File: src/rtl/bp_train_sched_pkg.sv
// rtl/bp_train_sched_pkg.sv - shared types, counter layout and saturating helpers for predictor training
package bp_train_sched_pkg;

    localparam int BP_CTR_W = 2;
    localparam int LOC_LSB  = 0;
    localparam int GLB_LSB  = BP_CTR_W;
    localparam int CHS_LSB  = 2 * BP_CTR_W;
    localparam int TBL_W    = 3 * BP_CTR_W;

    typedef logic [BP_CTR_W-1:0] ctr_t;

    typedef enum logic [1:0] {
        ST_IDLE = 2'd0,
        ST_RD   = 2'd1,
        ST_WR   = 2'd2
    } train_st_e;

    function automatic ctr_t sat_inc(input ctr_t c);
        return (c == {BP_CTR_W{1'b1}}) ? c : c + ctr_t'(1);
    endfunction

    function automatic ctr_t sat_dec(input ctr_t c);
        return (c == '0) ? c : c - ctr_t'(1);
    endfunction

endpackage

File: src/rtl/bp_train_sched_fifo.sv
// rtl/bp_train_sched_fifo.sv - parameterised sync FIFO holding resolved branches awaiting training
module bp_train_fifo #(
    parameter int W     = 11,
    parameter int DEPTH = 4,
    parameter int AW    = $clog2(DEPTH)
) (
    input  logic          clk,
    input  logic          rst_n,
    input  logic          push_i,
    input  logic [W-1:0]  wdata_i,
    input  logic          pop_i,
    output logic [W-1:0]  rdata_o,
    output logic [AW:0]   count_o,
    output logic          full_o,
    output logic          empty_o
);

    logic [W-1:0]  mem_q [DEPTH];
    logic [W-1:0]  mem_d [DEPTH];
    logic [AW-1:0] wr_ptr_q, wr_ptr_d;
    logic [AW-1:0] rd_ptr_q, rd_ptr_d;
    logic [AW:0]   count_q, count_d;
    logic          push_ok, pop_ok;

    assign full_o  = (count_q == (AW+1)'(DEPTH));
    assign empty_o = (count_q == '0);
    assign count_o = count_q;
    assign rdata_o = mem_q[rd_ptr_q];

    always_comb begin
        mem_d    = mem_q;
        wr_ptr_d = wr_ptr_q;
        rd_ptr_d = rd_ptr_q;
        count_d  = count_q;
        push_ok  = push_i & ~full_o;
        pop_ok   = pop_i & ~empty_o;
        if (push_ok) begin
            mem_d[wr_ptr_q] = wdata_i;
            wr_ptr_d        = wr_ptr_q + AW'(1);
        end
        if (pop_ok) begin
            rd_ptr_d = rd_ptr_q + AW'(1);
        end
        // Simultaneous push and pop leaves the occupancy unchanged.
        if (push_ok && !pop_ok) begin
            count_d = count_q + (AW+1)'(1);
        end else if (pop_ok && !push_ok) begin
            count_d = count_q - (AW+1)'(1);
        end
    end

    always_ff @(posedge clk or negedge rst_n) begin
        if (!rst_n) begin
            for (int i = 0; i < DEPTH; i++) begin
                mem_q[i] <= '0;
            end
            wr_ptr_q <= '0;
            rd_ptr_q <= '0;
            count_q  <= '0;
        end else begin
            mem_q    <= mem_d;
            wr_ptr_q <= wr_ptr_d;
            rd_ptr_q <= rd_ptr_d;
            count_q  <= count_d;
        end
    end

endmodule

File: src/rtl/bp_train_sched.sv
// rtl/bp_train_sched.sv - arbitrates the shared predictor table port and trains counters by read-modify-write
module bp_train_sched
    import bp_train_sched_pkg::*;
#(
    parameter int IDX_W      = 8,
    parameter int Q_DEPTH    = 4,
    parameter int STARVE_LIM = 8,
    parameter int PC_WIDTH   = 32
) (
    input  logic                clk,
    input  logic                rst_n,
    input  logic                D_br_valid_i,
    input  logic [PC_WIDTH-1:0] D_br_pc_i,
    input  logic                D_br_taken_i,
    input  logic                D_local_hit_i,
    input  logic                D_global_hit_i,
    output logic                D_br_ready_o,
    input  logic                F_lookup_i,
    input  logic [PC_WIDTH-1:0] F_lookup_pc_i,
    output logic                F_stall_o,
    output logic [IDX_W-1:0]    ghr_o,
    output logic                tbl_en_o,
    output logic                tbl_we_o,
    output logic [IDX_W-1:0]    tbl_lidx_o,
    output logic [IDX_W-1:0]    tbl_gidx_o,
    output logic [TBL_W-1:0]    tbl_wdata_o,
    input  logic [TBL_W-1:0]    tbl_rdata_i
);

    localparam int ENT_W = IDX_W + 3;
    localparam int QA_W  = $clog2(Q_DEPTH);
    localparam int SC_W  = $clog2(STARVE_LIM + 1);
    localparam logic [QA_W:0] CNT_ONE = 1;

    train_st_e          state_q, state_d;
    logic [SC_W-1:0]    starve_q, starve_d;
    logic [IDX_W-1:0]   ghr_q, ghr_d;
    logic [TBL_W-1:0]   rd_q, rd_d;
    logic               cap_q, cap_d;
    logic [IDX_W-1:0]   lidx_q, lidx_d;
    logic [IDX_W-1:0]   gidx_q, gidx_d;

    logic               push_en, pop_en;
    logic [ENT_W-1:0]   head;
    logic [QA_W:0]      q_count;
    logic               q_full, q_empty;
    logic [IDX_W-1:0]   head_idx;
    logic               head_taken, head_lh, head_gh;
    logic               train_active, force_train, fetch_grant, train_grant;
    logic [IDX_W-1:0]   fetch_idx;
    logic [TBL_W-1:0]   rd_eff, wdata;
    ctr_t               loc_n, glb_n, chs_n;
    logic               unused_pc_bits;

    assign unused_pc_bits = ^{D_br_pc_i[PC_WIDTH-1:IDX_W+2], D_br_pc_i[1:0],
                              F_lookup_pc_i[PC_WIDTH-1:IDX_W+2], F_lookup_pc_i[1:0]};

    assign push_en      = D_br_valid_i & ~q_full;
    assign D_br_ready_o = ~q_full;
    assign ghr_o        = ghr_q;

    bp_train_fifo #(
        .W     (ENT_W),
        .DEPTH (Q_DEPTH)
    ) u_fifo (
        .clk     (clk),
        .rst_n   (rst_n),
        .push_i  (push_en),
        .wdata_i ({D_br_pc_i[IDX_W+1:2], D_br_taken_i, D_local_hit_i, D_global_hit_i}),
        .pop_i   (pop_en),
        .rdata_o (head),
        .count_o (q_count),
        .full_o  (q_full),
        .empty_o (q_empty)
    );

    assign head_idx   = head[ENT_W-1:3];
    assign head_taken = head[2];
    assign head_lh    = head[1];
    assign head_gh    = head[0];

    always_comb begin
        state_d     = state_q;
        starve_d    = starve_q;
        ghr_d       = ghr_q;
        rd_d        = rd_q;
        cap_d       = cap_q;
        lidx_d      = lidx_q;
        gidx_d      = gidx_q;
        pop_en      = 1'b0;
        tbl_en_o    = 1'b0;
        tbl_we_o    = 1'b0;
        tbl_lidx_o  = '0;
        tbl_gidx_o  = '0;
        tbl_wdata_o = '0;

        train_active = (state_q != ST_IDLE);
        force_train  = train_active && (starve_q == SC_W'(STARVE_LIM));
        fetch_grant  = F_lookup_i && !force_train;
        train_grant  = train_active && !fetch_grant;
        F_stall_o    = force_train;
        fetch_idx    = F_lookup_pc_i[IDX_W+1:2];

        // First WR cycle sees the read data live; later cycles use the captured copy.
        rd_eff = cap_q ? tbl_rdata_i : rd_q;
        loc_n  = head_taken ? sat_inc(rd_eff[LOC_LSB +: BP_CTR_W]) : sat_dec(rd_eff[LOC_LSB +: BP_CTR_W]);
        glb_n  = head_taken ? sat_inc(rd_eff[GLB_LSB +: BP_CTR_W]) : sat_dec(rd_eff[GLB_LSB +: BP_CTR_W]);
        chs_n  = rd_eff[CHS_LSB +: BP_CTR_W];
        if (head_gh && !head_lh) begin
            chs_n = sat_inc(chs_n);
        end else if (head_lh && !head_gh) begin
            chs_n = sat_dec(chs_n);
        end
        wdata = {chs_n, glb_n, loc_n};

        if (fetch_grant) begin
            tbl_en_o   = 1'b1;
            tbl_lidx_o = fetch_idx;
            tbl_gidx_o = fetch_idx ^ ghr_q;
        end

        if (!train_active || train_grant) begin
            starve_d = '0;
        end else if (fetch_grant && (starve_q != SC_W'(STARVE_LIM))) begin
            starve_d = starve_q + SC_W'(1);
        end

        case (state_q)
            ST_IDLE: begin
                if (!q_empty) begin
                    state_d = ST_RD;
                end
            end
            ST_RD: begin
                if (train_grant) begin
                    tbl_en_o   = 1'b1;
                    tbl_lidx_o = head_idx;
                    tbl_gidx_o = head_idx ^ ghr_q;
                    lidx_d     = head_idx;
                    gidx_d     = head_idx ^ ghr_q;
                    cap_d      = 1'b1;
                    state_d    = ST_WR;
                end
            end
            ST_WR: begin
                if (cap_q) begin
                    rd_d  = tbl_rdata_i;
                    cap_d = 1'b0;
                end
                if (train_grant) begin
                    tbl_en_o    = 1'b1;
                    tbl_we_o    = 1'b1;
                    tbl_lidx_o  = lidx_q;
                    tbl_gidx_o  = gidx_q;
                    tbl_wdata_o = wdata;
                    pop_en      = 1'b1;
                    ghr_d       = {ghr_q[IDX_W-2:0], head_taken};
                    state_d     = ((q_count > CNT_ONE) || push_en) ? ST_RD : ST_IDLE;
                end
            end
            default: state_d = ST_IDLE;
        endcase
    end

    always_ff @(posedge clk or negedge rst_n) begin
        if (!rst_n) begin
            state_q  <= ST_IDLE;
            starve_q <= '0;
            ghr_q    <= '0;
            rd_q     <= '0;
            cap_q    <= 1'b0;
            lidx_q   <= '0;
            gidx_q   <= '0;
        end else begin
            state_q  <= state_d;
            starve_q <= starve_d;
            ghr_q    <= ghr_d;
            rd_q     <= rd_d;
            cap_q    <= cap_d;
            lidx_q   <= lidx_d;
            gidx_q   <= gidx_d;
        end
    end

endmodule

File: config.mk
export PLATFORM = sky130hd
export DESIGN_NAME = bp_train_sched
export DESIGN_NICKNAME = d
export VERILOG_FILES = /design/src/rtl/bp_train_sched_pkg.sv /design/src/rtl/bp_train_sched_fifo.sv /design/src/rtl/bp_train_sched.sv
export SDC_FILE = /design/constraint.sdc
export NUM_CORES = 1
export LEC_CHECK = 0
export BUFFER_PORTS_ARGS = -buffer_cell sky130_fd_sc_hd__buf_4
export CAP_MARGIN = 10
export CORE_MARGIN = 2
export CORE_UTILIZATION = 37
export CTS_BUF_LIST = sky130_fd_sc_hd__clkbuf_16
export CTS_CLUSTER_DIAMETER = 200
export DETAILED_ROUTE_END_ITERATION = 16
export GPL_TIMING_DRIVEN = 0
export HOLD_SLACK_MARGIN = 0.15
export SLEW_MARGIN = 0
export SYNTH_ARGS = -nofsm -noshare
export SYNTH_HDL_FRONTEND = slang
export SYNTH_SLANG_ARGS = --single-unit
File: constraint.sdc
create_clock -name clk -period 5 [get_ports clk]
set_input_delay 0.25 -clock clk [delete_from_list [all_inputs] [get_ports clk]]
set_output_delay 0.25 -clock clk [all_outputs]
set_load 0.02 [all_outputs]
==> flow_metrics.py <==
metrics = {
    "run_status": {
        "status": "completed",
    },
    "route": {
        "wl_um": 11300,
        "drt_iter0_drc": 159,
        "vias": 3475,
        "drt-wirelength-per-cell_um": 16.9,
        "ant_nets": 0,
        "viasPerCell": 5.19,
        "dr.pass1.iters": 4,
        "drc": 0,
    },
    "floorplan": {
        "rows": 41,
        "die-width_um": 116,
        "fp.coreArea_mm2": 0.0125,
        "pin_count": 111,
        "start_util_pct": 37.5,
        "chipHeight_um": 116,
        "die_area_mm2": 0.0135,
    },
    "placed_design": {
        "portBuffers": 61,
        "pre_cts_ws_ns": 2.44,
        "routabilityCongestion": 0.846,
        "hpwl_um": 8100,
    },
    "logic_synthesis": {
        "synth-edff-count": 0,
        "synth_flop_cell": "dfrtp_1",
        "synth_top_cell_by_area": "dfrtp_1",
        "syn_nets": 510,
        "yosys_warnings": 0,
        "synth_area_mm2": 0.00467,
        "yosysTopAreaCellShare_pct": 47.1,
        "synthDistinctLibCells": 49,
        "syn_area_per_cell_um2": 11.2,
        "async_reset_ff_share_pct": 100,
        "synth.area.top_cells": "dfrtp_1 (47%), mux2_2 (12%), nand2_1 (6.3%)",
        "ys_seq_elements": 88,
        "seq_area_frac_synth_pct": 47.1,
        "postSynthCellCount": 418,
    },
    "cells_and_area": {
        "fill_cells": 1127,
        "n_antenna_cell": 0,
        "final_cell_mix": "dfrtp_1 (88), nand2_1 (78), buf_4 (64), mux2_2 (49), o21ai_0 (22)",
        "fin_util_pct": 46.2,
        "multi_input_area_mm2": 0.00230,
        "area_growth_syn_to_layout_pct": 23.3,
        "drive_above_1_share_pct": 33.5,
        "seqCellArea_mm2": 0.00220,
        "layout_commonest_cell": "dfrtp_1",
        "nets": 585,
    },
    "min_path": {
        "hp-class": "primary input to flop",
    },
    "worst_setup_path": {
        "worst-setup-path-type": "flop to output port",
        "cp_slowest_cell": "dfrtp_1",
        "crit_chain": "inv_1 -> ha_1 -> buf_2 -> nor3b_1 -> nand3b_1 -> o221ai_1 -> a32o_1 -> buf_4",
        "critPathMaxFanout": 9,
        "worstPathArrival_ns": 2.72,
        "start_kind": "flop",
        "worstPathRequired_ns": 4.75,
        "endpoint_kind": "output port",
        "critPathMaxStageDelay_ns": 0.41,
    },
    "clocking": {
        "htree_levels": 3,
        "clockBufferDepth": 2,
        "postCtsSetupBuffers": 0,
        "clock-sinks": 88,
        "clock_latency_ns": 0.34,
        "ctsRootBufferMaster": "clkbuf_16",
        "clkTransAtPathRegs_ns": 0.06,
        "post_cts_resized": 0,
        "cts_tree": "yes",
        "cts_made_buffers": 9,
    },
    "global_routing": {
        "grt_pass1_wl_um": 18300,
        "first_global_vias": 3557,
        "grt.total_usage_pct": 17.7,
        "antenna_found_initial": 0,
        "grt_start_max_net_pins": 89,
        "gr-total-overflow": 0,
    },
    "sta": {
        "period_minus_slack_ns": 2.97,
        "finalHoldViolCount": 0,
        "worstMarginPinSlew_ns": 0.811,
        "rsz0062_at_grt": "no",
        "slew_violations": 0,
        "finalClockSkew_ns": 0.00871,
        "finalSetupViolations": 0,
        "finalCritPeriodShare_pct": 59.5,
        "setup_tns_ns": 0,
        "setup_slack_ns": 2.03,
        "whs_ns": 0.164,
        "slew_headroom_pct": 44.6,
        "fmax_mhz": 336,
    },
    "power_and_ir_drop": {
        "p_leak_uw": 0.00260,
        "powerDensity_mw_per_mm2": 645,
        "vdd_drop_max_uv": 301,
    },
    "job": {
        "maxCapViolations": 0,
    },
}
## repair_timing
| item | in CTS | in global routing |
|---|---|---|
| hold buffers | 1 | 1 |
| setup endpoints to repair | 0 | 0 |
| endpoints found under the hold margin | 1 | 37 |
## critical path: cells and delay by family (launching register included)
kind	cells	cell delay (ns)
compound gates	2	0.43
buf+inv	3	0.45
flops	1	0.41
fa+ha+maj	1	0.27
simple gates	2	0.82
## kinds of logic (layout without fill, tap and decap cells)
family | Yosys count | after routing | synth area share [%]
AO/OA/AOI/OAI | 78 | 78 | 11.8
XOR/XNOR | 16 | 16 | 3.00
adder cells (fa/ha/maj) | 15 | 15 | 4.02
buffers and inverters | 34 | 114 | 3.64
flip-flops | 88 | 88 | 47.1
multiplexers | 65 | 65 | 18.3
AND/OR/NAND/NOR | 122 | 122 | 12.0
## metrics by stage
step / total power, uW / instance area [um^2] / instances
finish: 3720 / 5760 / 670
global route: 3980 / 5760 / 670
CTS: 3740 / 5720 / 668
detailed placement: 2890 / 5340 / 651
floorplan: 2390 / 4670 / 418
global placement: 2810 / 5340 / 651
## area by class of cell
type	count	area share (%)
sequential	88	38.2
multi-input combinational	296	39.9
clock inverter	7	2.46
inverter	12	0.782
clock buffer	9	3.91
buffer	22	2.17
timing repair buffer	64	8.78
tap	172	3.74
## power by group
part           internal, uW  switching [uW]
logic                   783             875
clock network           541             291
registers              1030             195
total                  2360            1360
## final timing paths
path	from	endpoint	slack [ns]	cells past startpoint
worst min-delay path	D_br_pc_i[9]	u_fifo.mem_q[32]	0.16	2
worst max register to register	state_q[0]	u_fifo.count_o[2]	2.49	12
min in group asynchronous	rst_n	ghr_o[7]	0.42	2
max in group asynchronous	rst_n	rd_q[3]	3.95	3
worst min register to register	lidx_q[0]	lidx_q[0]	0.48	2
worst max-delay path	state_q[0]	tbl_gidx_o[5]	2.03	8
## routing by layer
layer | share of wire (%) | GRT usage [%]
met1 | 44 | 23.4
met2 | 48 | 28.3
met3 | 5.0 | 3.74
met4 | 2.3 | 7.70
met5 | 0 | 0
## registers in the layout, summed over array words and instances, names as in the netlist, 3 cells and up
name	cells
u_fifo.count_o	3
u_fifo.mem_q	44
lidx_q	8
gidx_q	8
ghr_o	8
rd_q	6
starve_q	4
## cell usage after synthesis, types with 3 or more instances
master	n
or2_2	3
xor2_1	3
o221a_2	5
clkbuf_1	4
nor2b_1	3
a22oi_1	8
inv_1	10
dfrtp_1	88
ha_1	15
a21oi_1	10
nor2_1	8
a221oi_1	6
nand3b_1	4
o21ai_1	7
nor3_1	3
nor3b_1	3
nand2_1	78
buf_2	13
nand3_1	9
mux2_2	49
mux4_2	9
a21o_1	3
nand2b_1	6
xnor2_1	13
o21ai_0	22
mux2i_1	5
buf_4	3
No activity file was read; power rests on OpenSTA's default activity.
